[src/rtl/channel_capture_ctrl.sv]
// Capture/readback sequencer for one logic-analyzer channel buffer.
// Drives a circular pre/post-trigger write window, then dumps the buffer oldest-first.
module channel_capture_ctrl #(
    parameter int ENTRIES = 384,
    parameter int LOG2    = 9
) (
    input  logic            clk,
    input  logic            rst,
    input  logic            run,
    input  logic            start_rd,
    input  logic            triggered,
    input  logic [5:0]      TrigCfg,
    input  logic            wrt_smpl,
    input  logic [LOG2-1:0] trig_pos,
    output logic [LOG2-1:0] waddr,
    output logic [LOG2-1:0] raddr,
    output logic            we,
    output logic            armed,
    output logic            capture_done,
    output logic            read_done
);

    // state     | meaning
    // IDLE      | waiting for run or start_rd
    // WRT_SMPL  | writing samples, pre-trigger fill then post-trigger count
    // CAPT_DONE | window complete, wr_ptr is the oldest sample
    // CHANDUMP  | walking the whole buffer oldest-first
    typedef enum logic [1:0] {IDLE, WRT_SMPL, CHANDUMP, CAPT_DONE} state_t;

    localparam logic [LOG2-1:0] LAST_ADDR = LOG2'(ENTRIES - 1);
    localparam logic [LOG2:0]   DEPTH     = (LOG2 + 1)'(ENTRIES);
    localparam logic [LOG2:0]   LAST_CNT  = (LOG2 + 1)'(ENTRIES - 1);

    state_t          state;
    logic [LOG2-1:0] wr_ptr;
    logic [LOG2-1:0] rd_ptr;
    logic [LOG2-1:0] trig_cnt;
    logic [LOG2:0]   smpl_cnt;
    logic [LOG2:0]   rd_cnt;
    logic [LOG2:0]   arm_thresh;
    logic            trig_seen;
    logic            capt_end;
    logic            unused_cfg;

    function automatic logic [LOG2-1:0] wrap_inc(input logic [LOG2-1:0] p);
        return (p == LAST_ADDR) ? '0 : p + 1'b1;
    endfunction

    assign unused_cfg = ^TrigCfg[4:0];

    // An oversize trig_pos would underflow the threshold; arm immediately instead.
    assign arm_thresh = ({1'b0, trig_pos} >= DEPTH) ? '0 : DEPTH - {1'b0, trig_pos};

    assign capt_end = (state == WRT_SMPL) && wrt_smpl && trig_seen &&
                      ((trig_pos == '0) || (trig_cnt + 1'b1 == trig_pos));

    assign waddr = wr_ptr;
    assign raddr = (state == CHANDUMP) ? rd_ptr : wr_ptr;
    assign we    = (state == WRT_SMPL) && wrt_smpl;

    always_ff @(posedge clk) begin
        if (rst) begin
            state        <= IDLE;
            wr_ptr       <= '0;
            rd_ptr       <= '0;
            trig_cnt     <= '0;
            smpl_cnt     <= '0;
            rd_cnt       <= '0;
            trig_seen    <= 1'b0;
            armed        <= 1'b0;
            capture_done <= 1'b0;
            read_done    <= 1'b0;
        end else begin
            read_done <= 1'b0;
            case (state)
                IDLE: begin
                    if (run && !TrigCfg[5]) begin
                        state     <= WRT_SMPL;
                        smpl_cnt  <= '0;
                        trig_cnt  <= '0;
                        trig_seen <= 1'b0;
                        armed     <= 1'b0;
                    end else if (start_rd) begin
                        state  <= CHANDUMP;
                        rd_ptr <= wrap_inc(wr_ptr);
                        rd_cnt <= (LOG2 + 1)'(1);
                    end
                end
                WRT_SMPL: begin
                    if (wrt_smpl)
                        wr_ptr <= wrap_inc(wr_ptr);
                    if (!armed && smpl_cnt >= arm_thresh)
                        armed <= 1'b1;
                    if (armed && triggered)
                        trig_seen <= 1'b1;
                    if (wrt_smpl && !trig_seen && smpl_cnt != DEPTH)
                        smpl_cnt <= smpl_cnt + 1'b1;
                    if (wrt_smpl && trig_seen)
                        trig_cnt <= trig_cnt + 1'b1;
                    if (capt_end) begin
                        state        <= CAPT_DONE;
                        capture_done <= 1'b1;
                        armed        <= 1'b0;
                    end
                end
                CAPT_DONE: begin
                    if (start_rd) begin
                        state  <= CHANDUMP;
                        rd_ptr <= wrap_inc(wr_ptr);
                        rd_cnt <= (LOG2 + 1)'(1);
                    end
                end
                CHANDUMP: begin
                    rd_ptr <= wrap_inc(rd_ptr);
                    rd_cnt <= rd_cnt + 1'b1;
                    // The first address went out from IDLE/CAPT_DONE, so the last one is at ENTRIES-1.
                    if (rd_cnt == LAST_CNT) begin
                        state        <= IDLE;
                        read_done    <= 1'b1;
                        capture_done <= 1'b0;
                    end
                end
                default: state <= IDLE;
            endcase
        end
    end

endmodule

[config.mk]
export PLATFORM = sky130hd
export DESIGN_NAME = channel_capture_ctrl
export DESIGN_NICKNAME = d
export VERILOG_FILES = /design/src/rtl/channel_capture_ctrl.sv
export SDC_FILE = /design/constraint.sdc
export NUM_CORES = 1
export LEC_CHECK = 0
export ABC_CLOCK_PERIOD_IN_PS = 2400
export BUFFER_PORTS_ARGS = -buffer_cell sky130_fd_sc_hd__buf_2
export CORE_ASPECT_RATIO = 0.5
export CORE_MARGIN = 1.5
export CORE_UTILIZATION = 26
export CTS_CLUSTER_SIZE = 14
export DETAILED_ROUTE_END_ITERATION = 7
export PLACE_DENSITY = 0.45
export RECOVER_POWER = 50
export SYNTH_ARGS = -nofsm -noshare
export SYNTH_HDL_FRONTEND = slang
export SYNTH_SLANG_ARGS = --single-unit
[constraint.sdc]
create_clock -name clk -period 2.4 [get_ports clk]
set_input_delay 0.36 -clock clk [delete_from_list [all_inputs] [get_ports clk]]
set_output_delay 0.36 -clock clk [all_outputs]
set_load 0.01 [all_outputs]
==> key figures <==
Outcome
  • Status: finished, final reports clean

Die
  • Core Region: 12800 um2
  • IO Pins: 43
  • Die W: 166 um
  • Row count: 29
  • Chip height: 84.4 um
  • Initial Util: 0.269
  • Die area: 14000 um2

Synthesis
  • Post-synth EDFFs: 0
  • Mapped Area: 3450 um2
  • Synth warnings: 0
  • Mapped Nets: 494
  • Cell taking the most area after synthesis: dfxtp_1
  • Register area share after synthesis: 0.308
  • Synth top area cells: dfxtp_1 (31%), nand2_1 (6.4%), nor2_1 (6.2%), ha_1 (6.2%), xnor2_1 (5.1%)
  • Avg Cell Area, Syn: 7.56 um2
  • Cell count after synthesis: 456
  • Post-synth top area share: 0.308
  • Top FF cell, synth: dfxtp_1
  • Async set-reset flop share out of synthesis: 0
  • Synth Register Bits: 53
  • Yosys cell types: 62

Layout
  • Antenna cells: 0
  • Layout cell share with drive strength beyond 1: 0.120
  • Most common cell after layout, fill and taps aside: nand2_1
  • Commonest non-fill, non-tap cells in the layout: nand2_1 (59), nor2_1 (57), dfxtp_1 (53)
  • Number of fill cells: 1403
  • Fin util: 0.309
  • Final #Nets: 529
  • Area grow syn2layout: 14.9%
  • Fin cells: 662

Clock network
  • Post-CTS Setup Inserts: 0
  • Post-cts gate resize count: 0
  • Clock Tree Buf Depth: 2
  • Num CTS Buffers: 5
  • CTS clk-pin slew, worst paths: 0.07 ns
  • CTS root buffer: clkbuf_16
  • Clk sinks: 53
  • Cts hold-fix bufs: 0
  • Clock latency at the later pin of the worst-skew pair: 0.30 ns
  • H-tree level count: 2
  • TritonCTS clock tree: done

Power and ir drop
  • VDD IR max: 0.252 mV
  • Cell Pwr Density: 474 nW/um2
  • Pwr Total: 1.88 mW
  • Leakage: 1.48 nW

Worst setup path
  • Required @ worst endpoint: 2.63 ns
  • Crit-path slowest cell: or3_1
  • CP arrival: 2.38 ns
  • CP Cell Sequence: nand3b_2 > inv_1 > nand2_1 > or3_1 > a21oi_1
  • CP Capture Type: flip-flop
  • Nature of the critical path startpoint: flip-flop
  • Max stage delay on crit path: 0.43 ns
  • Max FO, Critical Path: 11
  • WS Path Type: reg -> reg

STA
  • Endpoints failing setup: 0
  • Period minus WS final: 2.15 ns
  • Least-Margin Pin Slew: 0.627 ns
  • Slew Limit Fails: 0
  • F_max: 465 MHz
  • Period utilization: 0.897
  • Fin. Hold Viols: 0
  • Post-Route Setup TNS: 0 ns
  • Fin Clk Skew: 0.00998 ns
  • Max-Slew Margin vs Limit: 0.578
  • Final setup margin: 0.247 ns
  • Setup repair after global routing missed its margin: false

Route
  • Drt pass-1 iters: 5
  • Total Wirelength: 9.11 mm
  • DRC: 0
  • WL/cell: 13.8 um
  • Final ANT Viol Nets: 0
  • Detailed-route vias per instance: 4.90
  • Vias post-DR: 3245
  • Drt first-iter violations: 189

Placement
  • Port bufs: 37
  • Hpwl dp: 6.89 mm
  • DP Worst Slack: 0.152 ns
  • # placed instances: 654
  • Placer Congestion: 0.784

GRT
  • GR Overflow Total: 0
  • Pin count of the biggest net entering global routing: 23
  • First-pass GRT wire length: 15.4 mm
  • Vias in the first global route: 3054
  • Antenna violations before repair: 0
  • Tot GR Track Use: 0.134

Flow run
  • Max-Cap Viols: 0

Worst hold path
  • HP Class: in -> reg
==> layout make-up <==
cell class,count,area [um2],share of cell area
inverters,13,48.8,0.0123
well taps,170,213,0.0537
clock buffers,5,125,0.0316
multi-input cells,368,2240,0.565
clock inverters,3,22.5,0.00568
flip-flops and latches,53,1060,0.268
repair buffers,50,255,0.0644
==> stage by stage <==
step	hold slack (ns)	cell area (um2)
after detailed placement	0.499	3850
final	0.328	3960
after floorplan	0.466	3450
after CTS	0.337	4000
after global routing	0.356	3960
after global placement	0.491	3850
==> critical path, delay by kind of cell (launching register included) <==
kind | cells | cell delay (ns)
flip-flops | 1 | 0.40
buffers and inverters | 1 | 0.38
AO/OA/AOI/OAI | 1 | 0.14
AND/OR/NAND/NOR | 3 | 1.16
==> where the power goes <==
| group | total (mW) | internal (mW) | switching, mW |
|---|---|---|---|
| clock network | 0.734 | 0.387 | 0.347 |
| registers | 0.914 | 0.894 | 0.0203 |
| logic | 0.231 | 0.0860 | 0.145 |
| total | 1.88 | 1.37 | 0.513 |
==> logic make-up (layout without fill, tap and decap cells) <==
family | Yosys count | after routing | share of synthesized area
flip-flops | 53 | 53 | 0.308
multiplexers | 4 | 4 | 0.0116
adder cells (fa/ha/maj) | 17 | 17 | 0.0617
buffers and inverters | 35 | 71 | 0.0417
other | 1 | 1 | 0.00109
XOR/XNOR | 36 | 36 | 0.0914
AO/OA/AOI/OAI | 96 | 96 | 0.179
AND/OR/NAND/NOR | 214 | 214 | 0.306
==> sequential cells by signal (all words and copies together) (netlist names) <==
signal and flops:
rd_cnt 10, smpl_cnt 10, rd_ptr 9, trig_cnt 9, waddr 9, state 2
armed 1, capture_done 1, read_done 1, trig_seen 1
==> Yosys cell counts (3+ instances only) <==
cell type	n
a211oi_1	5
a21oi_1	29
a31oi_1	8
and3_1	9
buf_2	7
clkbuf_1	13
dfxtp_1	53
ha_1	17
inv_1	11
mux2i_1	4
nand2_1	59
nand2b_1	6
nand3_1	24
nand3b_1	4
nand4_1	5
nor2_1	57
nor2b_1	8
nor3_1	10
nor4_1	3
o2111ai_1	3
o21ai_0	26
o21ai_1	3
or3_1	9
xnor2_1	20
xor2_1	16
==> per-layer routing <==
layer / vias up / routed length [um] / global-route usage
met5: - / 0 / 0
met4: 0 / 71 / 0.0295
met3: 6 / 384 / 0.0302
met2: 54 / 3780 / 0.200
met1: 1509 / 4870 / 0.194
li1: 1676 / - / -
==> worst paths after layout <==
kind / endpoint / cells after the start / startpoint / slack, ns
max: trig_cnt[4] / 5 / state[1] / 0.25
min: trig_seen / 3 / triggered / 0.33
max reg2reg: trig_cnt[4] / 5 / state[1] / 0.25
min reg2reg: rd_cnt[0] / 1 / rd_cnt[0] / 0.51
No activity file was read; power rests on OpenSTA's default activity.
